`config.mk`:
```
export PLATFORM = sky130hd
export DESIGN_NAME = branch_predictor
export DESIGN_NICKNAME = d
export VERILOG_FILES = /design/src/rtl/branch_predictor.sv
export SDC_FILE = /design/constraint.sdc
export NUM_CORES = 2
export LEC_CHECK = 0
export CAP_MARGIN = 10
export CORE_ASPECT_RATIO = 1.75
export CORE_MARGIN = 1.5
export CORE_UTILIZATION = 40
export CTS_BUF_LIST = sky130_fd_sc_hd__clkbuf_4 sky130_fd_sc_hd__clkbuf_8 sky130_fd_sc_hd__clkbuf_16
export CTS_CLUSTER_SIZE = 24
export DETAILED_ROUTE_END_ITERATION = 10
export MAX_ROUTING_LAYER = met4
export PLACE_DENSITY = 0.64
export SKIP_CTS_REPAIR_TIMING = 1
export SLEW_MARGIN = 10
export SYNTH_ARGS = -nofsm -noshare
export SYNTH_HDL_FRONTEND = slang
export SYNTH_SLANG_ARGS = --single-unit
export TNS_END_PERCENT = 1
```
`constraint.sdc`:
```
create_clock -name clk -period 53 [get_ports clk]
set_input_delay 7.95 -clock clk [delete_from_list [all_inputs] [get_ports clk]]
set_output_delay 7.95 -clock clk [all_outputs]
set_load 0.01 [all_outputs]
```
`src/rtl/branch_predictor.sv`:
```
// branch_predictor: direct-mapped BTB with 2-bit saturating counters and a saturating mispredict counter
module branch_predictor #(
  parameter int XLEN = 32,
  parameter int ENTRIES = 16,
  parameter logic [1:0] CNT_INIT = 2'b01,
  parameter int MCNT_W = 16
) (
  input  logic              clk,
  input  logic              reset,
  input  logic [XLEN-1:0]   pc_if,
  output logic              pred_taken,
  output logic [XLEN-1:0]   pred_target,
  input  logic              upd_valid,
  input  logic [XLEN-1:0]   upd_pc,
  input  logic              upd_taken,
  input  logic              upd_is_jump,
  input  logic [XLEN-1:0]   upd_target,
  input  logic              upd_mispred,
  input  logic              inv_all,
  output logic [MCNT_W-1:0] mispred_count
);
  localparam int IDX_W = $clog2(ENTRIES);
  localparam int TAG_W = XLEN - IDX_W - 2;
  logic [ENTRIES-1:0] valid;
  logic [TAG_W-1:0] tag [ENTRIES];
  logic [XLEN-1:0] target [ENTRIES];
  logic [1:0] cnt [ENTRIES];
  logic [IDX_W-1:0] ri, wi;
  logic [TAG_W-1:0] rt, wt;
  logic w_hit, w_en;
  logic [1:0] w_cnt;
  logic unused;
  assign unused = ^{pc_if[1:0], upd_pc[1:0]};
  always_comb begin
    ri = pc_if[IDX_W+1:2];
    rt = pc_if[XLEN-1:IDX_W+2];
    wi = upd_pc[IDX_W+1:2];
    wt = upd_pc[XLEN-1:IDX_W+2];
    pred_taken = valid[ri] && tag[ri] == rt && cnt[ri][1];
    pred_target = pred_taken ? target[ri] : pc_if + XLEN'(4);
    w_hit = valid[wi] && tag[wi] == wt;
    w_en = upd_valid && (w_hit || upd_taken);
    // a miss only writes when taken, so allocation starts at weak/strong taken
    w_cnt = upd_is_jump ? 2'b11 :
            !w_hit ? 2'b10 :
            upd_taken ? (cnt[wi] == 2'b11 ? 2'b11 : cnt[wi] + 2'd1) :
            (cnt[wi] == 2'b00 ? 2'b00 : cnt[wi] - 2'd1);
  end
  always_ff @(posedge clk or posedge reset)
    if (reset) begin
      valid <= '0;
      for (int i = 0; i < ENTRIES; i++) begin
        tag[i] <= '0;
        target[i] <= '0;
        cnt[i] <= CNT_INIT;
      end
    end else if (inv_all) begin
      valid <= '0;
      for (int i = 0; i < ENTRIES; i++) cnt[i] <= CNT_INIT;
    end else if (w_en) begin
      valid[wi] <= 1'b1;
      tag[wi] <= wt;
      cnt[wi] <= w_cnt;
      if (upd_taken || upd_is_jump) target[wi] <= upd_target;
    end
  always_ff @(posedge clk or posedge reset)
    if (reset) mispred_count <= '0;
    else if (upd_valid && upd_mispred && !(&mispred_count)) mispred_count <= mispred_count + MCNT_W'(1);
endmodule

```
# [After elaboration in Yosys (flattened, before gate mapping)]
# Index checks and enable logic that the tools add are counted.
[word_totals] rom_bits=0 register_bits=992 mem_count=0 output_inout_bits=49 ram_bits=0 latchBits=0
[op_classes] order_cmp=6 n_mul=0 eq_ne=3 n_mux=40 bitwise=4 n_reduce_logical=16 addsub=4 shift=0 div_mod_pow=0
[op_table] op="512-bit bitwise mux" count=1
[op_table] op="416-bit bitwise mux" count=1
[op_table] op="26-bit binary-select mux with 4-bit select" count=2
[op_table] op="32-bit 2-to-1 mux" count=6
[op_table] op="26-bit 2-to-1 mux" count=5
[op_table] op="32-bit binary-select mux with 4-bit select" count=1
[op_table] op="32-bit demux with 4-bit select" count=1
[op_table] op="26-bit demux with 4-bit select" count=1
[op_table] op="26-bit == test" count=2
[op_table] op="32-bit by 3-bit adder with 32-bit output (second input constant)" count=1
[op_table] op="32-bit bitwise mux" count=1
[op_table] op="16-bit 2-to-1 mux" count=2
[op_table] op="2-bit 2-to-1 mux" count=10
[op_table] op="16-bit by 1-bit adder with 16-bit output (second input constant)" count=1
[op_table] op="2-bit binary-select mux with 4-bit select" count=2
[op_table] op="16-bit OR" count=1
[op_table] op="16-bit AND reduction" count=1
[op_table] op="5-bit greater-or-equal comparator (second input constant)" count=2
[op_table] op="4-bit by 5-bit less-than comparator with 1-bit output (second input constant)" count=2
[op_table] op="4-bit inverter with 5-bit output" count=2
[op_table] op="1-bit binary-select mux with 4-bit select" count=2
[op_table] op="2-bit demux with 4-bit select" count=1
[op_table] op="1-bit logical AND" count=8
[op_table] op="5-bit by 1-bit less-than comparator with 1-bit output (second input constant)" count=1
[op_table] op="13 further kinds" count=16

# [Longest topological paths before layout]
[depth] depth_word=12 ltp_mapped=17 depth_no_buf=9

# [Worst setup path after synthesis]
# Ideal clock, no wire load.
[synth_timing] path_type="input port to output port" start="in pc_if[2]" end="out pred_target[22]" arrival_ns=11.608 setup_slack_ns=33.442 t_required_ns=45.050 n_path_buf=5 stages=13 cell_sequence="buf_2 buf_2 buf_1 buf_2 mux4_2 mux2i_1 xor2_1 nand3_1 o31ai_1 nand4_1 nor4_2 buf_2 mux2_2"
[synth_between] elab_chain_cells=8 elab_cells_between_ends=17 cone_classes="1 x add/sub; 1 x eq/ne; 12 x mux; 1 x bitwise; 2 x reduce/logical"
[synth_lines] element="from (decl)" line_no="10" source="input logic [XLEN-1:0] pc_if,"
[synth_lines] element="4-bit inverter with 5-bit output (not written as such)" line_no="39, 40"
[synth_lines] element="26-bit binary-select mux with 4-bit select" line_no="39" source="pred_taken = valid[ri] && tag[ri] == rt && cnt[ri][1];"
[synth_lines] element="26-bit 2-to-1 mux (not written as such) (2 in series)" line_no="39"
[synth_lines] element="26-bit == test" line_no="39"
[synth_lines] element="1-bit logical AND (2 in series)" line_no="39"
[synth_lines] element="32-bit 2-to-1 mux *" line_no="40" source="pred_target = pred_taken ? target[ri] : pc_if + XLEN'(4);"
[synth_lines] element="to (decl)" line_no="12" source="output logic [XLEN-1:0] pred_target,"
# Mark *: on every way between the ends. The rest lies on a longest branch, timed or not. The select of a mux whose other input is x is not followed.

# [Worst setup path in the final report]
[layout_timing] start="in pc_if[3]" end="out pred_target[12]"
# The elaborated chain is that of the path after synthesis.

==> qor.txt <==
Mean Syn Cell Area = 15.00 um2
Initial antenna violation count = 12
Unrepaired setup endpoints after global routing = false
P_leak = 25.65 nW
Post-synth EDFFs = 0
GRT Residual Overflow = 0
Max_slew headroom = 26.85%
Final net count = 3498
ANT nets after route = 0
Clock Pin Slew Worst Setup and Hold Paths = 0.06 ns
Layout cells sized above 1 = 40.59%
CTS Buf Count = 95
YS warnings = 0
Hold path depth = 1
Max Freq = 45.37 MHz
Total die area = 129000 um2
RR Endpoint = tag[248]
Post-synth top area share = 48.16%
Fin crit share = 41.59%
Largest net degree at the start of global routing = 167
Final Util = 45.28%
# IOs = 152
Final hold vios = 0
Total number of clock tree sinks = 992
Async S/R FF share, synth = 100.0%
R2R cell count = 10
Syn nets = 3485
Final GP Congestion = 0.8643
Initial DRC count = 2141
Die Y = 474.0 um
Clock Tree Root = clkbuf_16
Final Routed Wirelength = 145.3 mm
Hold Crit Start = target[147]
Seq/Total Area, Yosys = 48.99%
Vias in the first global route = 32359
R2r setup slk = 47.39 ns
Met2 WL = 73.05 mm
DRC errors left = 0
Count leader, synth = dfrtp_1
Core area = 125700 um2
CTS tree = done
H-tree depth = 3
Initial Utilization = 40.35%
Post-DP HPWL = 88.20 mm
Synth cell count leaders = dfrtp_1, mux2_2, mux4_2, mux2_1, mux2i_1
IO Port Bufs = 149
R2R Path Start = tag[161]
Pwr per Cell Area = 34.44 nW/um2
Final Setup Violations = 0
Hold slack = 0.4922 ns
Max Transition Viols Final = 0
Clk_skew = 0.03733 ns
Via count = 30499
Slew @ Worst Pin = 1.095 ns
Mapped cell area = 50710 um2
Die X = 272.2 um
Hold endpoint = target[147]
Worst setup SP type = input port
Crit Path Class = input port to primary output
Max_cap viols = 0
M1 wire length = 58.84 mm
Setup_tns = 0 ns
Via density = 5.934
Met3 wire length = 7.683 mm
Library cells used by synthesis = 72
Placed Cells = 4949
FF+latch count, synth = 992
Total track usage = 23.38%
Global-route wire length before repair = 217.4 mm
Largest area contributor in the netlist = dfrtp_1
Top sig layer = met4
Mean routed wirelength per cell = 28.27 um
Hold crit path type = register to register
Worst setup EP type = primary output
Status = complete, no violations
Worst EP arrival = 14.09 ns
Cells after synthesis = 3380
Worst EP required = 45.05 ns
Most used DFF post-synth = dfrtp_1
Synth-to-Final Area Change = 12.20%
Num rows = 172
Final worst path period need = 22.04 ns
Worst-skew pair later-pin latency = 0.71 ns
Worst Slack Setup Final = 30.96 ns
Setup WS pre-CTS = 31.07 ns
DRT Pass-1 Iters = 5
CP Max Fanout = 45
Finished Layout Cells = 5140
Clock Path Buffers = 3
Synth top area cells = dfrtp_1, mux2_2, mux4_2, mux2_1, mux2i_1
Max IR drop VDD = 32.20 uV
-- layer usage --
layer / vias up / GRT usage (%)
met3: 259 / 3.892
li1: 12787 / -
met1: 16659 / 28.52
met2: 794 / 38.64
met5: - / -
met4: 0 / 9.270
-- cell families (layout without fill, tap and decap cells) --
family                     count (synthesis)  after routing  share of synthesized area [%]
xor gates and xnor gates                  93             93                          1.606
DFF                                      992            992                          48.99
buffers and inverters                    334            428                          3.210
adders and majority gates                  4              4                        0.08881
muxes                                   1477           1477                          40.47
AOI/OAI and AO/OA                        170            170                          2.376
other                                      0             13                              0
and+or+nand+nor                          310            310                          3.262
-- area by class of cell --
cell class / instances / area, um2
multi-input combinational: 2054 / 24380
clock buffer: 139 / 2875
clock inverter: 39 / 538.0
antenna: 13 / 32.53
timing repair buffer: 221 / 2052
tap: 1653 / 2068
fill: 11262 / 68780
inverter: 29 / 116.4
sequential: 992 / 24840
-- worst max-delay path: stages --
cell             delay (ns)
buf_8                  0.36
buf_4                  0.62
buf_4                  0.60
buf_4                  0.70
mux4_2                 0.42
mux2i_1                0.15
mux2i_1                0.11
xor2_1                 0.22
or4_1                  0.43
nor4_1                 0.31
nand4_1                0.20
nor4_4                 0.29
buf_4                  0.55
mux2_2                 0.47
clkdlybuf4s50_1        0.50
-- flip-flops by register name, summed over array words and instances, names as in the netlist --
name           count
tag              416
valid             16
mispred_count     16
target           512
cnt               32
-- placed cells by master, fill, tap and decap left out, drive strengths merged, types with 6 or more instances in the layout --
master,count
dfrtp,976
mux2,967
mux4,354
mux2i,156
clkdlybuf4s50,142
clkbuf,140
buf,78
nand2,77
nor2,72
xnor2,56
nand3,48
xor2,37
inv,32
a22oi,31
o21ai,31
a21oi,25
nor2b,24
clkinv,23
nand4,20
a211oi,17
o211ai,16
dfstp,16
and3,14
diode,13
bufinv,11
nor4,11
nand2b,10
a21o,10
nor3,10
and2,6
a22o,6
-- how the worst max path moves through the flow --
stage / depth (start not counted) / end / start
floorplan: 1 / cnt[11] / reset
global placement: 15 / pred_target[3] / pc_if[3]
detailed placement: 15 / pred_target[3] / pc_if[3]
CTS: 15 / pred_target[3] / pc_if[3]
global route: 15 / pred_target[21] / pc_if[3]
finish: 15 / pred_target[12] / pc_if[3]
-- report_power, final --
| part | switching, mW | total (mW) | internal (mW) |
|---|---|---|---|
| Clock | 0.309 | 0.741 | 0.432 |
| Combinational | 0.134 | 0.304 | 0.171 |
| Sequential | 0.0605 | 0.914 | 0.854 |
| Total | 0.504 | 1.96 | 1.46 |
-- through the flow --
step / power (mW) / cell area (um2)
after global routing: 2.035 / 56890
after detailed placement: 1.233 / 53460
after floorplan: 1.138 / 50710
final: 1.960 / 56900
after CTS: 1.976 / 56870
after global placement: 1.222 / 53460
Power figures use the tool's default switching activity.
